<file path="src/rtl/axi_lite_rd_seq_if.sv">
// Command, read-FSM handshake and buffer-write signals of the AXI4-Lite read sequencer.
// The master modport is the sequencer's view; slave is the environment's.
interface axi_lite_rd_seq_if #(
    parameter int unsigned ADDR_W = 32,
    parameter int unsigned DATA_W = 32,
    parameter int unsigned CNT_W  = 8
);
    logic              go;
    logic [ADDR_W-1:0] base_addr;
    logic [CNT_W-1:0]  num_words;
    logic              start;
    logic [ADDR_W-1:0] araddr;
    logic              done_flag;
    logic              en_mem_wr;
    logic [DATA_W-1:0] rdata;
    logic              mem_we;
    logic [CNT_W-1:0]  mem_addr;
    logic [DATA_W-1:0] mem_wdata;
    logic              busy;
    logic              seq_done;
    logic              error;
    logic [CNT_W-1:0]  words_done;

    modport master (
        input  go, base_addr, num_words, done_flag, en_mem_wr, rdata,
        output start, araddr, mem_we, mem_addr, mem_wdata, busy, seq_done, error, words_done
    );

    modport slave (
        output go, base_addr, num_words, done_flag, en_mem_wr, rdata,
        input  start, araddr, mem_we, mem_addr, mem_wdata, busy, seq_done, error, words_done
    );
endinterface

</file>
<file path="src/rtl/axi_lite_rd_seq.sv">
// Turns one go command into num_words sequential single-beat reads via the read FSM,
// storing each OKAY beat into a buffer at an incrementing index; a watchdog flags stalls.
module axi_lite_rd_seq #(
    parameter int unsigned ADDR_W  = 32,
    parameter int unsigned DATA_W  = 32,
    parameter int unsigned CNT_W   = 8,
    parameter int unsigned STRIDE  = 4,
    parameter int unsigned TIMEOUT = 1024
) (
    input  logic               clk,
    input  logic               rst_n,
    axi_lite_rd_seq_if.master  io_bus
);
    localparam int unsigned     WD_W    = $clog2(TIMEOUT + 1);
    localparam logic [WD_W-1:0] WD_LAST = WD_W'(TIMEOUT - 1);

    typedef enum logic [2:0] {S_IDLE, S_ISSUE, S_WAIT, S_NEXT, S_FINISH, S_ERR} state_e;

    state_e            r_state, w_state_nxt;
    logic [CNT_W-1:0]  r_count, w_count_nxt;
    logic [ADDR_W-1:0] r_araddr, w_araddr_nxt;
    logic              r_start, w_start_nxt;
    logic              r_busy, w_busy_nxt;
    logic              r_seq_done, w_seq_done_nxt;
    logic              r_error, w_error_nxt;
    logic [CNT_W-1:0]  r_words_done, w_words_done_nxt;
    logic [WD_W-1:0]   r_wd, w_wd_nxt;
    logic [CNT_W-1:0]  r_idx, w_idx_nxt;
    logic              r_mem_we, w_mem_we_nxt;
    logic [CNT_W-1:0]  r_mem_addr, w_mem_addr_nxt;
    logic [DATA_W-1:0] r_mem_wdata, w_mem_wdata_nxt;

    always_ff @(posedge clk or negedge rst_n) begin
        if (!rst_n) begin
            r_state      <= S_IDLE;
            r_count      <= '0;
            r_araddr     <= '0;
            r_start      <= 1'b0;
            r_busy       <= 1'b0;
            r_seq_done   <= 1'b0;
            r_error      <= 1'b0;
            r_words_done <= '0;
            r_wd         <= '0;
            r_idx        <= '0;
            r_mem_we     <= 1'b0;
            r_mem_addr   <= '0;
            r_mem_wdata  <= '0;
        end else begin
            r_state      <= w_state_nxt;
            r_count      <= w_count_nxt;
            r_araddr     <= w_araddr_nxt;
            r_start      <= w_start_nxt;
            r_busy       <= w_busy_nxt;
            r_seq_done   <= w_seq_done_nxt;
            r_error      <= w_error_nxt;
            r_words_done <= w_words_done_nxt;
            r_wd         <= w_wd_nxt;
            r_idx        <= w_idx_nxt;
            r_mem_we     <= w_mem_we_nxt;
            r_mem_addr   <= w_mem_addr_nxt;
            r_mem_wdata  <= w_mem_wdata_nxt;
        end
    end

    always_comb begin
        w_state_nxt      = r_state;
        w_count_nxt      = r_count;
        w_araddr_nxt     = r_araddr;
        w_start_nxt      = 1'b0;
        w_busy_nxt       = r_busy;
        w_seq_done_nxt   = 1'b0;
        w_error_nxt      = r_error;
        w_words_done_nxt = r_words_done;
        w_wd_nxt         = r_wd;
        w_idx_nxt        = r_idx;
        w_mem_we_nxt     = 1'b0;
        w_mem_addr_nxt   = r_mem_addr;
        w_mem_wdata_nxt  = r_mem_wdata;

        unique case (r_state)
            S_IDLE: begin
                if (io_bus.go) begin
                    if (io_bus.num_words != '0) begin
                        w_count_nxt      = io_bus.num_words;
                        w_araddr_nxt     = io_bus.base_addr;
                        w_error_nxt      = 1'b0;
                        w_words_done_nxt = '0;
                        w_idx_nxt        = '0;
                        w_busy_nxt       = 1'b1;
                        w_state_nxt      = S_ISSUE;
                    end else begin
                        w_seq_done_nxt = 1'b1;
                    end
                end
            end
            S_ISSUE: begin
                w_start_nxt = 1'b1;
                w_wd_nxt    = '0;
                w_state_nxt = S_WAIT;
            end
            S_WAIT: begin
                w_wd_nxt = r_wd + WD_W'(1);
                // A completion on the expiry cycle still counts as a good read.
                if (io_bus.done_flag) begin
                    w_words_done_nxt = r_words_done + CNT_W'(1);
                    w_state_nxt      = S_NEXT;
                end else if (r_wd == WD_LAST) begin
                    w_state_nxt = S_ERR;
                end
            end
            S_NEXT: begin
                if (r_words_done == r_count) begin
                    w_state_nxt = S_FINISH;
                end else begin
                    w_araddr_nxt = r_araddr + ADDR_W'(STRIDE);
                    w_state_nxt  = S_ISSUE;
                end
            end
            S_FINISH: begin
                w_seq_done_nxt = 1'b1;
                w_busy_nxt     = 1'b0;
                w_state_nxt    = S_IDLE;
            end
            S_ERR: begin
                w_error_nxt = 1'b1;
                w_busy_nxt  = 1'b0;
                w_state_nxt = S_IDLE;
            end
            default: w_state_nxt = S_IDLE;
        endcase

        // Buffer writes follow en_mem_wr regardless of state, except when no command is active.
        if (io_bus.en_mem_wr && (r_state != S_IDLE) && (r_state != S_ERR)) begin
            w_mem_we_nxt    = 1'b1;
            w_mem_addr_nxt  = r_idx;
            w_mem_wdata_nxt = io_bus.rdata;
            w_idx_nxt       = r_idx + CNT_W'(1);
        end
    end

    assign io_bus.start      = r_start;
    assign io_bus.araddr     = r_araddr;
    assign io_bus.busy       = r_busy;
    assign io_bus.seq_done   = r_seq_done;
    assign io_bus.error      = r_error;
    assign io_bus.words_done = r_words_done;
    assign io_bus.mem_we     = r_mem_we;
    assign io_bus.mem_addr   = r_mem_addr;
    assign io_bus.mem_wdata  = r_mem_wdata;
endmodule

</file>
<file path="src/flat_wrapper.sv">
// flat-port wrapper written by rule: the top's interface ports become plain ports
module axi_lite_rd_seq_flat 
#(
    parameter int unsigned ADDR_W  = 32,
    parameter int unsigned DATA_W  = 32,
    parameter int unsigned CNT_W   = 8,
    parameter int unsigned STRIDE  = 4,
    parameter int unsigned TIMEOUT = 1024
)
  (clk, rst_n, io_bus_go, io_bus_base_addr, io_bus_num_words, io_bus_done_flag, io_bus_en_mem_wr, io_bus_rdata, io_bus_start, io_bus_araddr, io_bus_mem_we, io_bus_mem_addr, io_bus_mem_wdata, io_bus_busy, io_bus_seq_done, io_bus_error, io_bus_words_done);
  axi_lite_rd_seq_if #(.ADDR_W(ADDR_W), .DATA_W(DATA_W), .CNT_W(CNT_W)) io_bus_i ();
  input  logic clk;
  input  logic rst_n;
  input wire logic [$bits(io_bus_i.go)-1:0] io_bus_go;
  input wire logic [$bits(io_bus_i.base_addr)-1:0] io_bus_base_addr;
  input wire logic [$bits(io_bus_i.num_words)-1:0] io_bus_num_words;
  input wire logic [$bits(io_bus_i.done_flag)-1:0] io_bus_done_flag;
  input wire logic [$bits(io_bus_i.en_mem_wr)-1:0] io_bus_en_mem_wr;
  input wire logic [$bits(io_bus_i.rdata)-1:0] io_bus_rdata;
  output wire logic [$bits(io_bus_i.start)-1:0] io_bus_start;
  output wire logic [$bits(io_bus_i.araddr)-1:0] io_bus_araddr;
  output wire logic [$bits(io_bus_i.mem_we)-1:0] io_bus_mem_we;
  output wire logic [$bits(io_bus_i.mem_addr)-1:0] io_bus_mem_addr;
  output wire logic [$bits(io_bus_i.mem_wdata)-1:0] io_bus_mem_wdata;
  output wire logic [$bits(io_bus_i.busy)-1:0] io_bus_busy;
  output wire logic [$bits(io_bus_i.seq_done)-1:0] io_bus_seq_done;
  output wire logic [$bits(io_bus_i.error)-1:0] io_bus_error;
  output wire logic [$bits(io_bus_i.words_done)-1:0] io_bus_words_done;
  assign io_bus_i.go = io_bus_go;
  assign io_bus_i.base_addr = io_bus_base_addr;
  assign io_bus_i.num_words = io_bus_num_words;
  assign io_bus_i.done_flag = io_bus_done_flag;
  assign io_bus_i.en_mem_wr = io_bus_en_mem_wr;
  assign io_bus_i.rdata = io_bus_rdata;
  assign io_bus_start = io_bus_i.start;
  assign io_bus_araddr = io_bus_i.araddr;
  assign io_bus_mem_we = io_bus_i.mem_we;
  assign io_bus_mem_addr = io_bus_i.mem_addr;
  assign io_bus_mem_wdata = io_bus_i.mem_wdata;
  assign io_bus_busy = io_bus_i.busy;
  assign io_bus_seq_done = io_bus_i.seq_done;
  assign io_bus_error = io_bus_i.error;
  assign io_bus_words_done = io_bus_i.words_done;
  axi_lite_rd_seq #(.ADDR_W(ADDR_W), .DATA_W(DATA_W), .CNT_W(CNT_W), .STRIDE(STRIDE), .TIMEOUT(TIMEOUT)) u_core (.clk(clk), .rst_n(rst_n), .io_bus(io_bus_i));
endmodule
</file>
<file path="config.mk">
export PLATFORM = sky130hd
export DESIGN_NAME = axi_lite_rd_seq_flat
export DESIGN_NICKNAME = d
export VERILOG_FILES = /design/src/rtl/axi_lite_rd_seq_if.sv /design/src/rtl/axi_lite_rd_seq.sv /design/src/flat_wrapper.sv
export SDC_FILE = /design/constraint.sdc
export NUM_CORES = 1
export LEC_CHECK = 0
export CORE_MARGIN = 2
export CORE_UTILIZATION = 30
export CTS_BUF_LIST = sky130_fd_sc_hd__clkbuf_8
export DETAILED_ROUTE_END_ITERATION = 16
export HOLD_SLACK_MARGIN = 0.02
export PLACE_DENSITY = 0.6
export SKIP_CTS_REPAIR_TIMING = 1
export SYNTH_ARGS = -nofsm -noshare
export SYNTH_HDL_FRONTEND = slang
export SYNTH_SLANG_ARGS = --single-unit
export TNS_END_PERCENT = 5
</file>
<file path="constraint.sdc">
create_clock -name clk -period 3.12 [get_ports clk]
set_input_delay 0.312 -clock clk [delete_from_list [all_inputs] [get_ports clk]]
set_output_delay 0.312 -clock clk [all_outputs]
set_load 0.01 [all_outputs]
</file>
; Word-level counts from Yosys, hierarchy flattened
; Index checks and enable logic that the tools add are counted.
[classes]
n_eq_ne = 13
add_sub_neg = 4
n_reduce_logical = 21
n_mux = 28
[op_table]
columns = op, count
row1 = $mux 32, 3
row2 = $pmux 32 s2, 1
row3 = $mux 8, 5
row4 = $add 32x3->32 const B, 1
row5 = $pmux 11 s2, 1
row6 = $add 8x1->8 const B, 2
row7 = $pmux 8 s2, 1
row8 = $reduce_bool 2->1, 8
row9 = $mux 3, 5
row10 = $reduce_and 3->1, 5
row11 = $pmux 3 s4, 1
row12 = $add 11x1->11 const B, 1
row13 = $eq 11x10->1 const B, 1
row14 = $eq 8x8->1, 1
row15 = $mux 1, 8
row16 = $reduce_and 4->1, 2
row17 = $reduce_bool 8->1, 1
row18 = $eq 3x2->1 const B, 2
row19 = $eq 3x3->1 const B, 2
row20 = $ne 2x2->1 const B, 3
row21 = $pmux 1 s2, 3
row22 = $eq 3x1->1 const B, 1
row23 = $logic_not 3->1, 1
row24 = $ne 3x2->1 const B, 1
row25 = 5 further kinds, 6
[word_totals]
wordCells = 79
in_bits = 77
reg_bits = 115
out_inout_bits = 85

; Longest topological paths before layout
; Gate-level depths: netlist of the first run.
[logic_depth]
ltp_word = 5
mapped_depth = 8

; Worst setup path after synthesis of the first run
; No wires, ideal clock.
[synth_path]
path_kind = flip-flop to flip-flop
startpoint = register u_core.r_araddr[2], in the netlist u_core.io_bus.araddr[2]
endpoint = register u_core.r_araddr[30], in the netlist u_core.io_bus.araddr[30]
path_slack_ns = 1.305
setup_time_ns = 0.065
t_arrival_ns = 1.750
t_required_ns = 3.055
path_stages_with_launch = 8
synth_period_minus_slack_ns = 1.815
path_cell_list = dfrtp_1 -> ha_1 -> nand2_1 -> nor4_4 -> buf_2 -> o2111ai_1 -> a21oi_1 -> o221a_2
[synth_via]
elab_chain_cells = 3
[synth_lines]
columns = item, line_no
row1 = "start, declared", axi_lite_rd_seq.sv:21  ; logic [ADDR_W-1:0] r_araddr, w_araddr_nxt;
row2 = "start signal, assigned", axi_lite_rd_seq.sv:51  ; r_araddr <= w_araddr_nxt;
row3 = $add 32x3->32, axi_lite_rd_seq.sv:115  ; w_araddr_nxt = r_araddr + ADDR_W'(STRIDE);
row4 = $mux 32, axi_lite_rd_seq.sv:112  ; if (r_words_done == r_count) begin
row5 = $pmux 32 s2, axi_lite_rd_seq.sv:80  ; unique case (r_state)
; Every way passes these cells. The select of a mux whose other input is x is not followed.
; A chain may end at the register's enable or synchronous reset.

; Worst setup path in the final report of the first run
[layout_path]
startpoint = register u_core.r_state[1]
endpoint = register u_core.r_araddr[15], in the netlist u_core.io_bus.araddr[15]
[layout_via]
elab_chain_cells = 3
[layout_lines]
columns = item, line_no
row1 = "start, declared", axi_lite_rd_seq.sv:19  ; state_e r_state, w_state_nxt;
row2 = "start signal, assigned", axi_lite_rd_seq.sv:49  ; r_state <= w_state_nxt;
row3 = $eq 3x2->1 or $logic_not 3->1 (tied branches), axi_lite_rd_seq.sv:80
row4 = "$ne 2x2->1 (no line), or another cell as far along", --
row5 = $reduce_and 4->1 (no line), --
; Parallel ways exist; a longest one is shown, timed or not.

==> impl_metrics.py, run 1 <==
metrics = {
    "power": {
        "netSwitchingPower_uw": 2940,
        "p_clk_frac": 0.192,
        "internal_power_uw": 4410,
        "peakVddDrop_mv": 0.426,
        "swShare": 0.400,
        "powerDensity_nw_per_um2": 924,
        "leakagePower_uw": 0.00348,
        "p_seq_frac": 0.357,
        "combPwrFrac": 0.451,
    },
    "yosys": {
        "synthTopCellsByCount": "nand2_1 (190), dfrtp_1 (115), nor2_1 (48)",
        "synth.distinct_cells": 70,
        "synthesis.nets": 713,
        "ys_top_cells_by_area": "dfrtp_1 (50%), nand2_1 (12%), nor2_1 (3.1%)",
        "netlist_area_um2": 5730,
        "synthArstFlopShare": 1.00,
        "synth_area_per_cell_um2": 9.07,
        "yosysMostFrequentCell": "nand2_1",
        "synth_top_area_frac": 0.502,
        "synth_cells": 632,
        "yosysSeqAreaShare": 0.502,
        "yosysTopAreaCell": "dfrtp_1",
        "yosys_warnings": 0,
        "synth_edf_count": 0,
        "ys.flop_type": "dfrtp_1",
        "ys_seq_elements": 115,
    },
    "floorplan": {
        "start_util": 0.307,
        "die_height_um": 142,
        "die_w_um": 142,
        "rows": 50,
        "core_area_um2": 18700,
        "ios": 162,
        "die-area_um2": 20200,
    },
    "finish": {
        "final_cell_count_no_fill": 1037,
        "area_growth_pct": 38.6,
        "antenna_cells": 0,
        "fill_cells": 1861,
        "multi_input_area_um2": 2650,
        "layout-drive-gt1-share": 0.0872,
        "regArea_um2": 2880,
        "final_nets": 871,
    },
    "grt": {
        "antenna_found_initial": 1,
        "track_usage": 0.169,
        "grt_pass1_wl_um": 27000,
        "met1_usage": 0.227,
        "grt_busiest_layer": "met2",
        "grt_pass1_vias": 5146,
        "grt_max_degree": 58,
        "grt_overflow": 0,
        "met3_usage": 0.0579,
        "grt.met2_usage": 0.257,
    },
    "timing": {
        "tightest_slew_ns": 0.795,
        "finalSetupTns_ns": 0,
        "fin_crit_sh": 0.752,
        "setup_ws_ns": 0.775,
        "relSlewSlack": 0.470,
        "fmaxAchievable_ghz": 0.426,
        "finalSetupViolCount": 0,
        "whs_ns": 0.402,
        "finalCriticalPeriod_ns": 2.35,
        "skew_ns": 0.0152,
        "rsz0062_at_grt": "false",
        "slew_viol_final": 0,
        "hold_violations": 0,
    },
    "status": {
        "status": "finished, final reports clean",
    },
    "clock_network": {
        "clkSlewWorstSetupHoldPaths_ns": 0.07,
        "insertion_delay_ns": 0.43,
        "numCtsBuffers": 17,
        "cts_tree": "built",
        "clock-root-buffer": "clkbuf_8",
        "cts.sinks": 115,
        "htreeDepth": 4,
        "clock_path_buffers": 2,
    },
    "detailed_routing": {
        "routedWlPerCell_um": 15.9,
        "drtAntennaViolNets": 0,
        "drcViolationCount": 0,
        "dr.pass1.iters": 5,
        "wl_um": 16500,
        "initialDrtViolationCount": 338,
        "via_count": 5203,
        "via_per_inst": 5.02,
    },
    "hold_path": {
        "hold_path_class": "primary input to flip-flop",
    },
    "critical_path": {
        "cp_max_fo": 42,
        "critPathCaptureType": "flip-flop",
        "arrival_ns": 2.71,
        "path_class": "flip-flop to flip-flop",
        "cp.required_ns": 3.48,
        "cp-start-kind": "flip-flop",
        "r2r_slack_ns": 0.77,
    },
    "placed_design": {
        "port-buffer-count": 161,
        "dp_slack_ns": 0.584,
        "gp_congestion": 0.773,
        "dp_hpwl_um": 11200,
        "place_inst": 1004,
    },
    "job": {
        "maxCapViolCount": 0,
    },
}
path summary, 6_finish.rpt:
| kind | start | end | depth (start not counted) |
|---|---|---|---|
| max reg2reg | u_core.r_state[1] | u_core.io_bus.araddr[15] | 5 |
| max in group asynchronous | rst_n | u_core.io_bus.araddr[24] | 3 |
| min | io_bus_rdata[29] | u_core.io_bus.mem_wdata[29] | 3 |
| max | u_core.r_state[1] | u_core.io_bus.araddr[15] | 5 |
| min in group asynchronous | rst_n | u_core.r_count[7] | 2 |
| min reg2reg | u_core.io_bus.araddr[0] | u_core.io_bus.araddr[0] | 2 |
registers in the layout (all words and copies together), names as in the netlist:
register / cells
u_core.io_bus.words_done: 8
u_core.io_bus.mem_wdata: 32
u_core.io_bus.start: 1
u_core.io_bus.mem_addr: 8
u_core.io_bus.seq_done: 1
u_core.io_bus.araddr: 32
u_core.io_bus.busy: 1
u_core.io_bus.mem_we: 1
u_core.r_state: 3
u_core.r_idx: 8
u_core.r_count: 8
u_core.io_bus.error: 1
u_core.r_wd: 11
cells in the final DEF, fill, tap and decap left out, drive strengths merged, types with 11 or more instances in the layout:
master         count
clkbuf            18
dfrtp            115
clkdlybuf4s50    160
nand2            190
a21oi             17
nand4             17
xnor2             11
nand3             25
nor3              16
nor2              50
o21ai             37
buf               12
metrics by stage:
step | power [uW] | utilization | instance area [um2]
final | 7350 | 0.425 | 7950
after global routing | 7920 | 0.425 | 7950
after CTS | 7450 | 0.424 | 7940
after detailed placement | 5980 | 0.403 | 7550
after global placement | 5950 | 0.403 | 7550
after floorplan | 4460 | - | 5730
power groups by stage:
stage | clock network [uW] | logic, uW | registers (uW)
detailed placement | 0 | 3350 | 2630
CTS | 1460 | 3360 | 2630
global route | 1530 | 3670 | 2720
global placement | 0 | 3320 | 2630
floorplan | 0 | 1760 | 2700
finish | 1410 | 3320 | 2620
cell families after synthesis:
family	after synthesis	share of synthesized area
adder cells (fa/ha/maj)	4	0.00873
flip-flops	115	0.502
multiplexers	1	0.00175
XOR/XNOR	17	0.0260
AND/OR/NAND/NOR	334	0.275
buffers and inverters	41	0.0404
AO/OA/AOI/OAI	120	0.146
critical path, cell delays in order, from the launching register on:
cell and delay (ns):
dfrtp_1 0.51, nor3_1 0.55, o211a_4 0.64, nor2_4 0.14, o31ai_1 0.25, o211a_1 0.18
per-layer routing:
metal | routed length [um] | part of all wire
met5 | 11 | 0.00067
met4 | 213 | 0.013
met3 | 1220 | 0.074
met2 | 7210 | 0.44
met1 | 7850 | 0.48
cell type report:
cell class,instances,area share
multi-input combinational,476,0.333
clock buffer,18,0.0312
inverter,7,0.00331
sequential,115,0.362
tap,234,0.0368
timing repair buffer,173,0.216
clock inverter,14,0.0184
Note: power is estimated with default switching activity, not from simulation.
==> inputs of run 2 (changes only) <==
- PLACE_DENSITY: 0.6 -> 0.62
- clock period: 3.12 -> 2.1 ns (I/O delays scaled with it)
==> impl_metrics.py, run 2 (same netlist as run 1, synthesis figures left out) <==
metrics = {
    "status": {
        "status": "finished, final reports clean",
    },
    "timing": {
        "slew_viol_final": 0,
        "hold_violations": 0,
        "tightest_slew_ns": 0.455,
        "skew_ns": 0.0156,
        "fmaxAchievable_ghz": 0.519,
        "setup_ws_ns": 0.174,
        "finalCriticalPeriod_ns": 1.93,
        "rsz0062_at_grt": "false",
        "fin_crit_sh": 0.917,
        "finalSetupViolCount": 0,
        "relSlewSlack": 0.694,
    },
    "clock_network": {
        "numCtsBuffers": 17,
        "cts_tree": "built",
        "clock-root-buffer": "clkbuf_8",
        "cts.sinks": 115,
        "clock_path_buffers": 2,
        "htreeDepth": 4,
        "insertion_delay_ns": 0.44,
        "clkSlewWorstSetupHoldPaths_ns": 0.08,
    },
    "detailed_routing": {
        "dr.pass1.iters": 5,
        "routedWlPerCell_um": 15.8,
        "wl_um": 17000,
        "drtAntennaViolNets": 0,
        "via_per_inst": 5.03,
        "initialDrtViolationCount": 405,
        "via_count": 5378,
        "drcViolationCount": 0,
    },
    "grt": {
        "track_usage": 0.174,
        "antenna_found_initial": 0,
        "grt_max_degree": 58,
        "grt_overflow": 0,
        "grt_pass1_vias": 5402,
        "grt_pass1_wl_um": 27800,
    },
    "finish": {
        "final_area_um2": 8240,
        "layout_commonest_cell": "nand2_1",
        "most-common-layout-cells": "nand2_1 (190), clkdlybuf4s50_1 (160), dfrtp_1 (115)",
        "final_nets": 906,
        "antenna_cells": 0,
        "layout-drive-gt1-share": 0.123,
        "area_growth_pct": 43.7,
    },
    "critical_path": {
        "crit_family": "simple AND/OR/NAND/NOR gates",
        "cp.buffers_inverters": 0,
        "arrival_ns": 2.24,
        "cp-start-kind": "flip-flop",
        "cp_max_fo": 5,
        "r2r_slack_ns": 0.17,
        "critPathCaptureType": "flip-flop",
        "path_class": "flip-flop to flip-flop",
        "cp_cell_sequence": "nand3_2 > nor4_4 > o21ai_2 > or4_1 > o311a_1",
        "cp.required_ns": 2.42,
        "slowest_delay_ns": 0.47,
        "slowest_stage": "nor4_4",
    },
    "power": {
        "p_seq_frac": 0.338,
        "internal_power_uw": 6860,
        "leakagePower_uw": 0.00367,
        "combPwrFrac": 0.481,
        "powerDensity_nw_per_um2": 1370,
        "swShare": 0.392,
        "netSwitchingPower_uw": 4420,
        "peakVddDrop_mv": 0.674,
        "p_clk_frac": 0.181,
    },
    "floorplan": {
        "core_area_um2": 18700,
        "rows": 50,
        "die_height_um": 142,
        "start_util": 0.307,
        "die-area_um2": 20200,
        "die_w_um": 142,
        "ios": 162,
    },
    "placed_design": {
        "port-buffer-count": 161,
        "placed_cell_area_um2": 7850,
        "dp_slack_ns": -0.110,
        "gp_congestion": 0.821,
        "dp_hpwl_um": 11900,
    },
    "job": {
        "maxCapViolCount": 0,
    },
    "hold_path": {
        "hold_path_class": "primary input to async pin",
    },
}
[run 2: cell types whose count changed in the layout (fill, tap and decap cells not counted), sizes merged]
cell      previous run  this run
clkinvlp             2         0
bufinv               3         2
clkinv               6         3
buf                 12        47
clkbuf              18        21
inv                 10        11
[run 2: final timing paths]
| check | depth (start not counted) | end | start |
|---|---|---|---|
| setup / recovery | 5 | u_core.io_bus.araddr[25] | u_core.io_bus.araddr[6] |
| hold / removal | 2 | u_core.r_count[5] | rst_n |
| setup reg to reg | 5 | u_core.io_bus.araddr[25] | u_core.io_bus.araddr[6] |
| hold reg to reg | 2 | u_core.io_bus.mem_wdata[8] | u_core.io_bus.mem_wdata[8] |
| max in group asynchronous | 3 | u_core.io_bus.araddr[11] | rst_n |
| min in group clk | 3 | u_core.io_bus.mem_wdata[14] | io_bus_rdata[14] |
[run 2: through the flow]
step / hold WS (ns) / util / TNS (ns) / total power [uW] / instances
floorplan: -0.0856 / - / 0 / 6620 / 632
global placement: 0.0918 / 0.420 / -1.48 / 9240 / 1039
detailed placement: 0.0999 / 0.420 / -2.12 / 9310 / 1039
CTS: -0.386 / 0.440 / 0 / 11400 / 1069
global route: 0.162 / 0.441 / 0 / 12200 / 1070
finish: 0.175 / 0.441 / 0 / 11300 / 1070
[run 2: power by group through the flow]
stage,sequential (uW),combinational [uW],clock (uW)
floorplan,4010,2610,0
global placement,3830,5410,0
detailed placement,3840,5470,0
CTS,3810,5500,2100
global route,3940,5990,2220
finish,3810,5430,2050
[run 2: worst register-to-register path, stage by stage, from the launching register on]
cell and delay, ns:
dfrtp_1 0.41, nand3_2 0.18, nor4_4 0.47, o21ai_2 0.19, or4_1 0.44, o311a_1 0.12
[run 2: cell type report]
| cell class | instances | area [um2] |
|---|---|---|
| multi-input cells | 476 | 2640 |
| repair buffers | 208 | 2030 |
| fillers | 1845 | 10500 |
| flip-flops and latches | 115 | 2880 |
| inverters | 7 | 26.3 |
| well taps | 234 | 293 |
| clock buffers | 21 | 289 |
| clock inverters | 9 | 90.1 |
[run 2: per-layer routing]
layer	GRT usage	vias to the layer above	wire, um
li1	-	2591	-
met1	0.228	2550	7640
met2	0.264	214	7570
met3	0.0659	23	1450
met4	0.0553	0	291
met5	0	-	0
==> inputs of run 3 (changes only) <==
--- a/constraint.sdc
+++ b/constraint.sdc
@@ -3,2 +3,2 @@
 set_output_delay 0.21 -clock clk [all_outputs]
-set_load 0.01 [all_outputs]
+set_load 0.02 [all_outputs]
==> results of run 3 <==
The final DEF is identical to that of run 2. Status: finished, final reports clean.
Main changes from that run: total power 11300 uW -> 11800 uW; worst IR drop on VDD 0.674 mV -> 0.726 mV
